### config.mk
export PLATFORM = sky130hd
export DESIGN_NAME = counter_monitor_flat
export DESIGN_NICKNAME = d
export VERILOG_FILES = /design/src/rtl/counter_monitor_if.sv /design/src/rtl/counter_monitor.sv /design/src/flat_wrapper.sv
export SDC_FILE = /design/constraint.sdc
export NUM_CORES = 1
export LEC_CHECK = 0
export CAP_MARGIN = 20
export CELL_PAD_IN_SITES_DETAIL_PLACEMENT = 0
export CELL_PAD_IN_SITES_GLOBAL_PLACEMENT = 1
export CORE_UTILIZATION = 39
export CTS_BUF_LIST = sky130_fd_sc_hd__clkbuf_16
export CTS_CLUSTER_DIAMETER = 30
export DETAILED_ROUTE_END_ITERATION = 10
export GPL_TIMING_DRIVEN = 0
export PLACE_DENSITY_LB_ADDON = 0.12
export REMOVE_ABC_BUFFERS = 1
export SLEW_MARGIN = 15
export SYNTH_ARGS = -nofsm -noshare
export SYNTH_HDL_FRONTEND = slang
export SYNTH_SLANG_ARGS = --single-unit
export TNS_END_PERCENT = 1
### constraint.sdc
create_clock -name clk -period 2.2 [get_ports clk]
set_input_delay 0.22 -clock clk [delete_from_list [all_inputs] [get_ports clk]]
set_output_delay 0.22 -clock clk [all_outputs]
set_load 0.005 [all_outputs]
### src/rtl/counter_monitor_if.sv
// rtl/counter_monitor_if.sv - observation bus and status outputs of the wrap counter monitor
interface counter_monitor_if #(
    parameter int WIDTH = 8,
    parameter int CNT_W = 16
);
    // Observed counter signals
    logic             cnt_en;
    logic [WIDTH-1:0] cnt_in;

    // Monitor status
    logic [WIDTH-1:0] exp_val;
    logic             locked;
    logic             mismatch;
    logic             range_err;
    logic             err_sticky;
    logic [CNT_W-1:0] err_cnt;
    logic [CNT_W-1:0] wrap_cnt;

    // Side that owns the counter and reads the health status
    modport master (
        output cnt_en,
        output cnt_in,
        input  exp_val,
        input  locked,
        input  mismatch,
        input  range_err,
        input  err_sticky,
        input  err_cnt,
        input  wrap_cnt
    );

    // The monitor itself: only observes the counter, drives status
    modport slave (
        input  cnt_en,
        input  cnt_in,
        output exp_val,
        output locked,
        output mismatch,
        output range_err,
        output err_sticky,
        output err_cnt,
        output wrap_cnt
    );
endinterface

### src/rtl/counter_monitor.sv
// rtl/counter_monitor.sv - passive checker for the 0..WRAP_VAL wrap counter (optional clr port via COUNTER_MONITOR_CLR_EN)
module counter_monitor #(
    parameter int WIDTH    = 8,
    parameter int WRAP_VAL = 10,
    parameter int LOCK_N   = 3,
    parameter int CNT_W    = 16
) (
    input  logic clk,
    input  logic rst,
`ifdef COUNTER_MONITOR_CLR_EN
    input  logic clr,
`endif
    counter_monitor_if.slave mon
);

    localparam logic [1:0] ST_IDLE  = 2'd0;
    localparam logic [1:0] ST_TRACK = 2'd1;
    localparam logic [1:0] ST_FAULT = 2'd2;

    localparam logic [WIDTH-1:0] WRAP_V = WIDTH'(WRAP_VAL);
    localparam logic [3:0]       LOCK_V = 4'(LOCK_N);

    logic [1:0]       state_q;
    logic [1:0]       state_d;
    logic [WIDTH-1:0] exp_q;
    logic [WIDTH-1:0] nxt;
    logic [3:0]       run_q;
    logic [3:0]       run_d;
    logic             locked_q;
    logic             mis_q;
    logic             rng_q;
    logic             sticky_q;
    logic [CNT_W-1:0] err_q;
    logic [CNT_W-1:0] wrap_q;

    logic             pred_valid;
    logic             mis_now;
    logic             rng_now;
    logic             wrap_now;
    logic             err_now;
    logic             clr_now;

`ifdef COUNTER_MONITOR_CLR_EN
    assign clr_now = clr;
`else
    assign clr_now = 1'b0;
`endif

    // Predict the next count from the value actually seen, so the monitor resynchronises by itself
    always_comb begin
        nxt = '0;
        if (mon.cnt_en && (mon.cnt_in != WRAP_V)) begin
            nxt = mon.cnt_in + WIDTH'(1);
        end
    end

    // Classify this sample: sequence error (only once a prediction exists), range error, verified wrap
    always_comb begin
        pred_valid = (state_q != ST_IDLE);
        mis_now    = pred_valid && (mon.cnt_in != exp_q);
        rng_now    = (mon.cnt_in > WRAP_V);
        wrap_now   = (state_q == ST_TRACK) && !mis_now && mon.cnt_en && (mon.cnt_in == WRAP_V);
        err_now    = mis_now || rng_now;
    end

    // Lock state machine and the run of consecutive matches needed to regain lock
    always_comb begin
        state_d = state_q;
        run_d   = run_q;
        case (state_q)
            ST_IDLE: begin
                state_d = ST_TRACK;
                run_d   = '0;
            end
            ST_TRACK: begin
                if (mis_now) begin
                    state_d = ST_FAULT;
                    run_d   = '0;
                end
            end
            ST_FAULT: begin
                if (mis_now) begin
                    run_d = '0;
                end else if ((run_q + 4'd1) >= LOCK_V) begin
                    state_d = ST_TRACK;
                    run_d   = '0;
                end else begin
                    run_d = run_q + 4'd1;
                end
            end
            default: begin
                state_d = ST_IDLE;
                run_d   = '0;
            end
        endcase
    end

    // State, prediction and lock flag registers
    always_ff @(posedge clk or posedge rst) begin
        if (rst) begin
            state_q  <= ST_IDLE;
            exp_q    <= '0;
            run_q    <= '0;
            locked_q <= 1'b0;
        end else begin
            state_q  <= state_d;
            exp_q    <= nxt;
            run_q    <= run_d;
            locked_q <= (state_d == ST_TRACK);
        end
    end

    // Single-cycle error pulses, raised the cycle after the offending sample
    always_ff @(posedge clk or posedge rst) begin
        if (rst) begin
            mis_q <= 1'b0;
            rng_q <= 1'b0;
        end else begin
            mis_q <= mis_now;
            rng_q <= rng_now;
        end
    end

    // Sticky flag and saturating event counters; a clear beats a coincident event
    always_ff @(posedge clk or posedge rst) begin
        if (rst) begin
            sticky_q <= 1'b0;
            err_q    <= '0;
            wrap_q   <= '0;
        end else if (clr_now) begin
            sticky_q <= 1'b0;
            err_q    <= '0;
            wrap_q   <= '0;
        end else begin
            if (err_now) begin
                sticky_q <= 1'b1;
                if (!(&err_q)) begin
                    err_q <= err_q + CNT_W'(1);
                end
            end
            if (wrap_now && !(&wrap_q)) begin
                wrap_q <= wrap_q + CNT_W'(1);
            end
        end
    end

    assign mon.exp_val    = exp_q;
    assign mon.locked     = locked_q;
    assign mon.mismatch   = mis_q;
    assign mon.range_err  = rng_q;
    assign mon.err_sticky = sticky_q;
    assign mon.err_cnt    = err_q;
    assign mon.wrap_cnt   = wrap_q;

endmodule
### src/flat_wrapper.sv
// flat-port wrapper written by rule: the top's interface ports become plain ports
module counter_monitor_flat 
#(
    parameter int WIDTH    = 8,
    parameter int WRAP_VAL = 10,
    parameter int LOCK_N   = 3,
    parameter int CNT_W    = 16
)
  (clk, rst, mon_cnt_en, mon_cnt_in, mon_exp_val, mon_locked, mon_mismatch, mon_range_err, mon_err_sticky, mon_err_cnt, mon_wrap_cnt);
  counter_monitor_if #(.WIDTH(WIDTH), .CNT_W(CNT_W)) mon_i ();
  input  logic clk;
  input  logic rst;
  input wire logic [$bits(mon_i.cnt_en)-1:0] mon_cnt_en;
  input wire logic [$bits(mon_i.cnt_in)-1:0] mon_cnt_in;
  output wire logic [$bits(mon_i.exp_val)-1:0] mon_exp_val;
  output wire logic [$bits(mon_i.locked)-1:0] mon_locked;
  output wire logic [$bits(mon_i.mismatch)-1:0] mon_mismatch;
  output wire logic [$bits(mon_i.range_err)-1:0] mon_range_err;
  output wire logic [$bits(mon_i.err_sticky)-1:0] mon_err_sticky;
  output wire logic [$bits(mon_i.err_cnt)-1:0] mon_err_cnt;
  output wire logic [$bits(mon_i.wrap_cnt)-1:0] mon_wrap_cnt;
  assign mon_i.cnt_en = mon_cnt_en;
  assign mon_i.cnt_in = mon_cnt_in;
  assign mon_exp_val = mon_i.exp_val;
  assign mon_locked = mon_i.locked;
  assign mon_mismatch = mon_i.mismatch;
  assign mon_range_err = mon_i.range_err;
  assign mon_err_sticky = mon_i.err_sticky;
  assign mon_err_cnt = mon_i.err_cnt;
  assign mon_wrap_cnt = mon_i.wrap_cnt;
  counter_monitor #(.WIDTH(WIDTH), .WRAP_VAL(WRAP_VAL), .LOCK_N(LOCK_N), .CNT_W(CNT_W)) u_core (.clk(clk), .rst(rst), .mon(mon_i));
endmodule
Word level (Yosys, flattened, before mapping)
Cells that the tools add are included.

word-level totals
  flip-flop bits (word level) = 50
  latch bits = 0
  bits in writable memories = 0
  ROM bits = 0
  memories = 0

operators by class
  add/sub/neg operators = 4
  $mul = 0
  div/mod/pow operators = 0
  $lt $le $gt $ge = 2
  equal/unequal tests = 7
  shifts and indexed selects = 0
  multiplexer cells = 9
  bitwise gates (word level) = 1
  reduce and logical (&&, ||, !) cells = 14

operators with widths
  operator                                                                         number
  16-bit by 1-bit adder with 16-bit output, second input constant                  2
  16-bit AND reduction                                                             2
  4-bit 2-to-1 mux                                                                 3
  8-bit by 1-bit adder with 8-bit output, second input constant                    1
  8-bit by 4-bit == test with 1-bit output, second input constant                  1
  8-bit by 4-bit greater-than comparator with 1-bit output, second input constant  1
  8-bit 2-to-1 mux                                                                 1
  8-bit by 4-bit != test with 1-bit output, second input constant                  1
  8-bit != test                                                                    1
  4-bit one-hot mux with 2 select lines                                            1
  1-bit logical AND                                                                6
  2-bit 2-to-1 mux                                                                 3
  2-bit one-hot mux with 3 select lines                                            1
  4-bit by 1-bit adder with 4-bit output, second input constant                    1
  2-bit by 1-bit == test with 1-bit output, second input constant                  2
  4-bit by 2-bit >= comparator with 1-bit output, second input constant            1
  2-bit == test, second input constant                                             1
  1-bit zero test                                                                  2
  2-bit zero test                                                                  1
  2-bit by 1-bit != test with 1-bit output, second input constant                  1
  2-bit AND reduction                                                              1
  2-bit nonzero test                                                               1
  1-bit logical OR                                                                 1
  1-bit NOT                                                                        1

Logic depth before layout (Yosys ltp)
  depth in word-level cells = 7
  depth in mapped cells = 8
  mapped depth without buffers = 7

Least setup slack after synthesis
Ideal clock, no wire load.

  path kind = register to register
  from = register u_core.wrap_q[0] (netlist: u_core.mon.wrap_cnt[0])
  to = register u_core.wrap_q[1] (netlist: u_core.mon.wrap_cnt[1])
  arrival time = 1.821 ns
  setup slack = 0.254 ns
  cell stages (with the launch flop) = 6
  path buffers = 0
  cell sequence = dfrtp_1 ha_1 nand3_1 or4_1 nand4_4 mux2_2

on the way
  word-level cells in the longest chain between the ends = 3

RTL lines
  element                                                                                           RTL line                source
  start, declared                                                                                   counter_monitor.sv:34   logic [CNT_W-1:0] wrap_q;
  start signal, assigned                                                                            counter_monitor.sv:142  wrap_q <= wrap_q + CNT_W'(1);
  parallel branches: the longest is 3 deep, another holds 16-bit by 1-bit adder with 16-bit output  n/a

Several ways; the timed one is not identified.
A chain may end at the register's enable or synchronous reset.

Worst setup path after layout
  from = input port mon_cnt_in[4]
  to = register u_core.wrap_q[12] (netlist: u_core.mon.wrap_cnt[12])

on the way
  word-level cells in the longest chain between the ends = 7

RTL lines
  element                          RTL line                source
  start, declared                  flat_wrapper.sv:14      input wire logic [$bits(mon_i.cnt_in)-1:0] mon_cnt_in;
  8-bit != test                    counter_monitor.sv:60   mis_now = pred_valid && (mon.cnt_in != exp_q);
  1-bit logical AND                counter_monitor.sv:60
  1-bit zero test                  counter_monitor.sv:62   wrap_now = (state_q == ST_TRACK) && !mis_now && mon.cnt_en && (mon.cnt_in == WRAP_V);
  1-bit logical AND (2 in series)  counter_monitor.sv:62
  1-bit logical AND *              counter_monitor.sv:62
  1-bit logical AND *              counter_monitor.sv:141  if (wrap_now && !(&wrap_q)) begin

Mark *: on every way between the ends. The rest lies on a longest branch, timed or not.

==> summary.txt <==
Outcome
  – Status: finished clean

Timing
  – Final setup violation count: 0
  – FMAX: 466 MHz
  – Worst hold slack: 0.279 ns
  – Slew margin rel.: 0.607
  – Worst-Margin Slew: 0.586 ns
  – Fin worst setup slack: 0.0558 ns
  – Final Critical Period: 2.14 ns
  – Slew Viols, Final: 0
  – Fin crit share: 0.975
  – RSZ-0062 raised after global routing: true
  – Fin. Hold Viols: 0
  – Clock Skew: 0.00557 ns

Yosys
  – Sequential share of the synthesized area: 0.497
  – Synth cell count leaders: dfrtp_1 (50), xor2_1 (24), nor2_1 (23), nand4_1 (20), xnor2_1 (20)
  – Ranking of synthesized cells by area: dfrtp_1 (50%), xor2_1 (8.3%), xnor2_1 (7.0%)
  – Dominant cell type by area after synthesis: dfrtp_1
  – Post-synth cell types: 33
  – Syn Area/Cell: 10.7 um2
  – Synth top area share: 0.497
  – Synth warnings: 0
  – Synth Cell Area: 0.00252 mm2
  – Number of flops mapped to enable cells by yosys: 0
  – Synth Instances: 236
  – Synthesized flop and latch total: 50
  – Primary FF master, synth: dfrtp_1
  – Asr flop ratio synth: 1.00
  – Count leader, synth: dfrtp_1

Place
  – Placed instance count: 363
  – Hpwl dp: 3.79 mm
  – Placed instance area: 0.00316 mm2
  – Routability Congestion: 0.706
  – Port bufs: 54
  – Setup Slack @ Placement: -0.801 ns

GRT
  – Initial antenna violation count: 0
  – Grt ovf: 0
  – First-pass GRT wire length: 8.79 mm
  – Vias in the first global route: 1,844
  – Tot GR Track Use: 0.173
  – Largest net degree at the start of global routing: 30

Routing
  – DRT Pass-1 Iters: 4
  – Vias after detailed routing: 1,927
  – Drt total wl: 5.35 mm
  – Iteration-0 DRC Markers: 117
  – Vias per cell: 5.15
  – Antenna-violating nets left: 0
  – Detailed-route DRC error count: 0
  – Routed wire per std cell: 14.3 um

Worst setup path
  – CP startpoint: mon_cnt_in[4]
  – Critical Path Max Stage Delay: 0.63 ns
  – Worst Reg2Reg Path Length in Cells: 5
  – Worst reg2reg path startpoint: u_core.mon.wrap_cnt[0]
  – Worst EP required: 2.41 ns
  – Worst setup EP type: flip-flop
  – CP max-delay cell: or4_4
  – Worst Path Arrival: 2.36 ns
  – CP Max Fanout: 6
  – Setup CP Type: primary input to flip-flop
  – Worst setup SP type: primary input
  – Reg-to-Reg End: u_core.mon.wrap_cnt[1]
  – Reg2Reg Setup Slack: 0.11 ns
  – Crit path cell chain: clkdlybuf4s50_1, or4_4, nor4_2, nand4_2, nor3_1, xor2_1

Pwr
  – PnR Total Power: 2.15 mW
  – Worst VDD drop: 0.000542 V
  – Leak pwr: 1.44 nW
  – PD cells: 640 mW/mm2

Min path
  – Worst hold-check path type: primary input to async pin

Clock tree
  – Clock Latency Late Sink: 0.29 ns
  – Post-CTS Hold Buffers: 0
  – H-tree depth: 2
  – Clk buf depth: 2
  – Clock slew at reported path FFs: 0.07 ns
  – Clock sink total: 50
  – CTS Root Cell: clkbuf_16
  – CTS tree: built
  – CTS Buf Count: 5

Die
  – FP Rows: 28
  – Die ar.: 0.00679 mm2
  – I/O pin count: 55
  – Die Y: 82.4 um
  – Core area: 0.00606 mm2
  – Initial Util: 0.416
  – Die width: 82.4 um

Final layout
  – Multi-input gate area: 0.00126 mm2
  – Filler cells: 563
  – Area added between synthesis and finish: 33.3%
  – Diode count: 0
  – Layout cell share with drive strength beyond 1: 0.0870
  – Non-Filler Instances: 374
  – Final Instance Area: 0.00336 mm2
  – Final net count: 315
  – Sequential cell area: 0.00125 mm2

Run
  – Max_cap viols: 0
-- worst max-delay path: cells and delay by family --
family / cells / cell delay (ns)
simple gates: 4 / 1.45
buf+inv: 1 / 0.51
xor+xnor: 1 / 0.17
-- registers in the layout (all words and copies together) (netlist names) --
register	count
u_core.mon.err_cnt	16
u_core.mon.wrap_cnt	16
u_core.mon.exp_val	8
u_core.run_q	4
u_core.state_q	2
u_core.mon.err_sticky	1
u_core.mon.locked	1
u_core.mon.mismatch	1
u_core.mon.range_err	1
-- how the worst max path moves through the flow --
stage / endpoint / slack, ns / cells past startpoint
6_report: u_core.mon.wrap_cnt[12] / 0.06 / 6
5_1_grt: u_core.mon.wrap_cnt[14] / -0.03 / 6
4_1_cts: u_core.mon.wrap_cnt[1] / 0.05 / 5
3_5_place_dp: u_core.mon.err_cnt[1] / -0.80 / 8
3_3_place_gp: u_core.mon.err_cnt[1] / -0.81 / 8
2_1_floorplan: u_core.mon.err_cnt[1] / 0.12 / 5
-- metrics by stage --
step | setup TNS [ns] | util
finish | 0 | 0.554
global route | -0.0454 | 0.554
CTS | 0 | 0.551
detailed placement | -12.34 | 0.522
global placement | -27.15 | 0.519
floorplan | 0 | -
-- routing by layer --
| metal | global-route usage | vias to the layer above | part of all wire |
|---|---|---|---|
| met1 | 0.237 | 933 | 0.48 |
| met4 | 0.0526 | 0 | 0.0099 |
| met3 | 0.0451 | 5 | 0.041 |
| li1 | - | 949 | - |
| met2 | 0.268 | 40 | 0.46 |
| met5 | 0 | - | 0 |
-- logic make-up (layout without fill, tap and decap cells) --
| logic type | Yosys count | after routing | share of synthesized area |
|---|---|---|---|
| buffers and inverters | 12 | 75 | 0.0179 |
| xor gates and xnor gates | 44 | 44 | 0.153 |
| AOI/OAI and AO/OA | 9 | 9 | 0.0218 |
| muxes | 2 | 2 | 0.00894 |
| adders and majority gates | 7 | 7 | 0.0338 |
| DFF | 50 | 50 | 0.497 |
| and+or+nand+nor | 112 | 112 | 0.268 |
-- cell usage in the layout (no fill, tap or decap), drive strengths merged, types with 9 or more instances in the layout --
| master | count |
|---|---|
| and3 | 9 |
| clkdlybuf4s50 | 54 |
| dfrtp | 50 |
| inv | 10 |
| nand2 | 11 |
| nand3 | 16 |
| nand4 | 22 |
| nor2 | 23 |
| nor3 | 9 |
| xnor2 | 20 |
| xor2 | 24 |
-- repair_timing --
action / in CTS / in global routing
resized for setup: 3 / 5
pin swaps: 2 / 1
endpoints found under the setup margin: 16 / 23
setup buffers: 3 / 0
-- where the power goes --
group | total, mW | switching, mW | internal [mW]
Clock | 0.743 | 0.331 | 0.412
Combinational | 0.331 | 0.126 | 0.205
Sequential | 1.08 | 0.0851 | 0.990
-- cell type report --
| type | count | share of cell area |
|---|---|---|
| multi-input combinational | 174 | 0.375 |
| sequential | 50 | 0.372 |
| timing repair buffer | 58 | 0.174 |
| clock buffer | 5 | 0.0372 |
| tap | 75 | 0.0279 |
| inverter | 9 | 0.0101 |
| clock inverter | 3 | 0.00372 |
Note: power is estimated with default switching activity, not from simulation.
